**src/rtl/rcf_coeff_loader.sv**
```systemverilog
// rtl/rcf_coeff_loader.sv - coefficient bank store and load sequencer for the 16-tap RRC FIR
// Optional build macro COEFF_SYM_EN: store half of each bank and stream it mirrored.
module rcf_coeff_loader #(
    parameter int NTAPS  = 16,
    parameter int CW     = 16,
    parameter int NBANKS = 4,
    parameter int BW     = 2,
    parameter int TW     = 4
) (
    input  logic          clk_3p84MHz,
    input  logic          reset,
    input  logic          cfg_wr,
    input  logic [BW-1:0] cfg_bank,
    input  logic [TW-1:0] cfg_tap,
    input  logic [CW-1:0] cfg_data,
    output logic          cfg_rej,
    input  logic          load_req,
    input  logic [BW-1:0] load_bank,
    output logic          load_err,
    output logic          busy,
    output logic          done,
    output logic [BW-1:0] active_bank,
    output logic          coeff_we,
    output logic [CW-1:0] coeff_out
);

`ifdef COEFF_SYM_EN
    localparam int SW = TW - 1;
`else
    localparam int SW = TW;
`endif
    localparam int AW = BW + SW;
    localparam bit BANKS_FULL = (NBANKS >= (1 << BW));

    localparam logic [1:0] S_IDLE = 2'd0;
    localparam logic [1:0] S_LOAD = 2'd1;
    localparam logic [1:0] S_DONE = 2'd2;

    logic [CW-1:0] mem [1 << AW];
    logic [1:0]    state;
    logic [TW-1:0] tap;
    logic [BW-1:0] cur_bank;
    logic [SW-1:0] cfg_slot;
    logic [SW-1:0] rd_slot;
    logic          cfg_tap_ok;
    logic          cfg_ok;
    logic          load_ok;

    always_comb begin
        cfg_tap_ok = 1'b1;
        cfg_slot   = '0;
        rd_slot    = '0;
`ifdef COEFF_SYM_EN
        // Upper half of the tap range folds onto the stored lower half.
        cfg_tap_ok = ~cfg_tap[TW-1];
        cfg_slot   = cfg_tap[SW-1:0];
        rd_slot    = tap[TW-1] ? ~tap[SW-1:0] : tap[SW-1:0];
`else
        cfg_slot   = cfg_tap;
        rd_slot    = tap;
`endif
        load_ok = load_req && (state != S_LOAD)
                  && (BANKS_FULL || (int'(load_bank) < NBANKS));
        // The streaming bank is locked only while reads of it are still pending.
        cfg_ok  = cfg_wr && cfg_tap_ok
                  && (BANKS_FULL || (int'(cfg_bank) < NBANKS))
                  && !((state == S_LOAD) && (cfg_bank == cur_bank));
    end

    always_ff @(posedge clk_3p84MHz) begin
        if (!reset) begin
            for (int i = 0; i < (1 << AW); i++) begin
                mem[i] <= '0;
            end
        end else if (cfg_ok) begin
            mem[{cfg_bank, cfg_slot}] <= cfg_data;
        end
    end

    always_ff @(posedge clk_3p84MHz) begin
        if (!reset) begin
            state       <= S_IDLE;
            tap         <= '0;
            cur_bank    <= '0;
            cfg_rej     <= 1'b0;
            load_err    <= 1'b0;
            busy        <= 1'b0;
            done        <= 1'b0;
            active_bank <= '0;
            coeff_we    <= 1'b0;
            coeff_out   <= '0;
        end else begin
            cfg_rej  <= cfg_wr && !cfg_ok;
            load_err <= load_req && !load_ok;
            coeff_we <= (state == S_LOAD);
            busy     <= (state == S_LOAD);
            done     <= (state == S_DONE);
            if (state == S_DONE) begin
                active_bank <= cur_bank;
            end
            if (state == S_LOAD) begin
                coeff_out <= mem[{cur_bank, rd_slot}];
            end
            case (state)
                S_IDLE, S_DONE: begin
                    if (load_ok) begin
                        state    <= S_LOAD;
                        cur_bank <= load_bank;
                        tap      <= TW'(NTAPS - 1);
                    end else begin
                        state <= S_IDLE;
                    end
                end
                S_LOAD: begin
                    tap <= tap - 1'b1;
                    if (tap == '0) begin
                        state <= S_DONE;
                    end
                end
                default: state <= S_IDLE;
            endcase
        end
    end

endmodule

```
**config.mk**
```make
export PLATFORM = sky130hd
export DESIGN_NAME = rcf_coeff_loader
export DESIGN_NICKNAME = d
export VERILOG_FILES = /design/src/rtl/rcf_coeff_loader.sv
export SDC_FILE = /design/constraint.sdc
export NUM_CORES = 2
export LEC_CHECK = 0
export ABC_CLOCK_PERIOD_IN_PS = 3900
export CAP_MARGIN = 20
export CORE_ASPECT_RATIO = 0.7
export CORE_MARGIN = 5
export CORE_UTILIZATION = 60
export CTS_BUF_LIST = sky130_fd_sc_hd__clkbuf_16
export DETAILED_ROUTE_END_ITERATION = 6
export GPL_TIMING_DRIVEN = 0
export PLACE_DENSITY = 0.73
export SYNTH_ARGS = -nofsm -noshare
export SYNTH_HDL_FRONTEND = slang
export SYNTH_SLANG_ARGS = --single-unit
```
**constraint.sdc**
```tcl
create_clock -name clk_3p84MHz -period 3.9 [get_ports clk_3p84MHz]
set_input_delay 0.39 -clock clk_3p84MHz [delete_from_list [all_inputs] [get_ports clk_3p84MHz]]
set_output_delay 0.39 -clock clk_3p84MHz [all_outputs]
set_load 0.05 [all_outputs]
```
==> results.toml <==
[timing]
maxClockFrequency_mhz = 257
report.final.slew_viol_count = 0
hold_violations = 0
finClkSkew_ns = 0.0340
period_minus_slack_ns = 3.89
layout_worst_path_cycle_share_pct = 99.6
worst_slew_pin_slew_ns = 1.30
finalSetupViolations = 0
max-slew-margin-rel_pct = 13.0
grt_setup_unrepaired = "false"

[floorplanning]
die_area_mm2 = 0.0858
die_w_um = 348
core-area_mm2 = 0.0790
die_height_um = 247
floorplan.io_pins = 51
fp-row-count = 86
initial_utilization_pct = 60.8

[status]
status = "finished, final reports clean"

[clocking]
cts_tree = "yes"
hold_buffers = 0
clockBufferDepth = 3
numCtsBuffers = 97
cts-resized-gates = 0
cts_num_sinks = 1054
h-tree-depth = 3
cts-root-buf = "sky130_fd_sc_hd__clkbuf_16"
worst_setup_hold_path_clk_slew_ns = 0.06
worst_skew_pair.late_latency_ns = 0.69
postCtsSetupRepairBufs = 0

[detailed_routing]
highest-signal-layer = "met4"
routedWlPerCell_um = 33.0
antenna_left = 0
drt-met1-wl_um = 58600
dr_wl_met3_um = 26000
drtIter0Drc = 5016
remaining_drc_errors = 0
route.vias.total = 30634
wirelength_um = 153000
route.detailed.vias_per_inst = 6.60
detailedRoute.firstPassIterationCount = 7
wl_met2_um = 61600

[finish]
finish.utilization_pct = 67.9
num-fill-cells = 5429
design.final.nets = 3528
area_growth_pct = 11.8
final_cells = 4642
post_route_cells_drive_above_1_share_pct = 14.1

[yosys]
cell_type_with_the_highest_aggregate_area_in_the_netlist = "sky130_fd_sc_hd__edfxtp_1"
synth_compound_gate_area_share_pct = 4.14
synth.yosys.warnings = 0
synth_top_family_by_area = "simple AND/OR/NAND/NOR gates"
ys_async_sr_fraction_pct = 0
mappedNetlistArea_mm2 = 0.0480
synth-xor-area-share_pct = 0.0365
mux_share_of_post_synthesis_cell_area_pct = 11.4
netlist_instances = 3308
yosys.cell_types.count = 42
synth_seq_area_share_pct = 65.3
ys_dominant_reg_cell = "sky130_fd_sc_hd__edfxtp_1"
portion_of_synthesized_cell_area_occupied_by_the_leading_cell_type_pct = 64.1
synth.avg_cell_area_um2 = 14.5
synth_simple_gate_area_share_pct = 16.1
mappedNetlistNets = 3337
netlist_top_cells_area = "sky130_fd_sc_hd__edfxtp_1 64%, sky130_fd_sc_hd__and2_1 13%, sky130_fd_sc_hd__mux4_2 6.0%"
ys_seq_elements = 1054
synth-adder-area-share_pct = 0.0261
synth_enable_flop_cells = 1024

[power]
power.static_leakage_nw = 19.4
p_per_area_mw_per_mm2 = 475
irDropWorstVdd_v = 0.000380

[critical_path]
r2r-start = "cur_bank[1]"
crit_arrival_ns = 4.31
worst_path_maximum_fanout = 10
cp-end-kind = "flip-flop"
ff2ff_path_depth = 6
reg2reg_end = "mem[35][6]"
timing.setup.critical_path_class = "flip-flop to flip-flop"
rrSetupSlack_ns = 0.01
startpoint_type = "flip-flop"
worst_ep_required_time_ns = 4.33

[worst_hold_path]
start_point_of_the_worst_min_delay_path = "cfg_data[10]"
hold-path-cell-count = 2
hold_path_end = "mem[18][10]"
min_path_type = "input port to flip-flop"

[global_routing]
largest_net_degree_at_the_start_of_global_routing = 17
number_of_antenna_violations_at_the_first_check_in_global_routing = 8
groute.usage.overall_pct = 35.7
grt_pass1_wl_um = 215000
via_count_of_the_first_global_routing_pass = 29840
grt_overflow = 0

[place]
place.port_buffers = 32
detailed_place_hpwl_um = 111000
placed_cells_incl_taps = 4456
routabilityCongestion = 1.04

[job]
cap_violations = 0
-- worst max path at each step --
stage	startpoint	endpoint	cells after the start
6_report	cur_bank[1]	mem[35][6]	6
3_5_place_dp	reset	mem[7][3]	6
2_1_floorplan	cfg_bank[1]	mem[31][0]	7
5_1_grt	cur_bank[1]	mem[34][7]	6
4_1_cts	rd_slot[2]	coeff_out[11]	7
3_3_place_gp	reset	mem[26][10]	6
-- synthesized netlist by cell type (3+ instances only) --
master                        n
sky130_fd_sc_hd__buf_2       68
sky130_fd_sc_hd__nor2b_1      5
sky130_fd_sc_hd__a221o_1     16
sky130_fd_sc_hd__and3_1      19
sky130_fd_sc_hd__dfxtp_1     30
sky130_fd_sc_hd__o21ai_0     64
sky130_fd_sc_hd__buf_1       21
sky130_fd_sc_hd__nor3b_1      4
sky130_fd_sc_hd__nor3_1       3
sky130_fd_sc_hd__nor2_4       9
sky130_fd_sc_hd__mux4_2     128
sky130_fd_sc_hd__nand2b_1     3
sky130_fd_sc_hd__inv_1        5
sky130_fd_sc_hd__nand2_1      5
sky130_fd_sc_hd__clkbuf_2    10
sky130_fd_sc_hd__buf_6       10
sky130_fd_sc_hd__mux2i_1    260
sky130_fd_sc_hd__and2_1    1025
sky130_fd_sc_hd__a22oi_1    192
sky130_fd_sc_hd__nand3b_1     3
sky130_fd_sc_hd__clkbuf_1   206
sky130_fd_sc_hd__edfxtp_1  1024
sky130_fd_sc_hd__nor2_1      54
sky130_fd_sc_hd__buf_4        4
sky130_fd_sc_hd__nor2_2      19
sky130_fd_sc_hd__nand4_1     33
sky130_fd_sc_hd__nand3_1     65
sky130_fd_sc_hd__a211oi_1     3
-- through the flow --
stage	worst slack (ns)	power [mW]	setup TNS, ns	area, um2	hold WS [ns]
2_1_floorplan	0.863	14.8	0	48000	0.533
3_3_place_gp	-1.36	16.0	-874.45	49600	0.487
3_5_place_dp	-0.237	16.2	-22.58	50600	0.494
4_1_cts	0.260	25.3	0	53600	0.259
5_1_grt	0.118	26.0	0	53600	0.266
6_report	0.0144	25.5	0	53600	0.262
-- placed cells by master (no fill, tap or decap), drive strengths merged, types with 4 or more instances in the layout --
cell and n:
nor2 82, dfxtp 30, clkbuf 315, and2 1025, nor2b 5, diode 4
clkdlybuf4s50 32, a221o 16, mux2i 260, edfxtp 1024, buf 163, nand2b 5
nand4 33, a22oi 192, clkinv 57, bufinv 7, nor3b 5, o21ai 64
nand3 65, nand2 7, inv 21, and3 19, mux4 128
-- final cells by class --
| class | instances | area, um2 | area share [%] |
|---|---|---|---|
| diodes | 4 | 10.0 | 0.0187 |
| plain buffers | 319 | 1390 | 2.58 |
| clock buffers | 99 | 2480 | 4.62 |
| clock inverters | 83 | 596 | 1.11 |
| inverters | 5 | 18.8 | 0.0350 |
| multi-input cells | 1930 | 15400 | 28.7 |
| flip-flops and latches | 1054 | 31400 | 58.4 |
| well taps | 1056 | 1320 | 2.46 |
| repair buffers | 92 | 1080 | 2.01 |
-- routing by layer --
metal | vias to the layer above | global-route usage [%]
met5 | - | 0
met2 | 2285 | 47.8
li1 | 12550 | -
met4 | 0 | 14.0
met1 | 15414 | 51.3
met3 | 385 | 15.8
-- power by group --
group	internal (mW)	switching (mW)
clock	5.09	4.28
sequential	12.8	0.148
combinational	0.954	2.15
-- cell families after synthesis --
kind of cell,count (synthesis)
buffers and inverters,324
adder cells (fa/ha/maj),1
AND/OR/NAND/NOR,1259
XOR/XNOR,2
multiplexers,388
flip-flops,1054
AO/OA/AOI/OAI,280
-- state kept, by name, indices dropped and copies added (netlist names) --
name         cells
rd_slot          4
done             1
active_bank      2
cur_bank         2
coeff_we         1
mem           1024
coeff_out       16
cfg_rej          1
state            2
load_err         1
-- worst max-delay path, cell delays in order, from the launching register on --
cell and delay (ns):
sky130_fd_sc_hd__dfxtp_1 0.68, sky130_fd_sc_hd__xor2_1 0.24, sky130_fd_sc_hd__o31a_2 0.43, sky130_fd_sc_hd__nand2_1 0.70, sky130_fd_sc_hd__buf_2 0.74, sky130_fd_sc_hd__o21ai_1 0.44
sky130_fd_sc_hd__buf_4 0.37
Note: power is estimated with default switching activity, not from simulation.
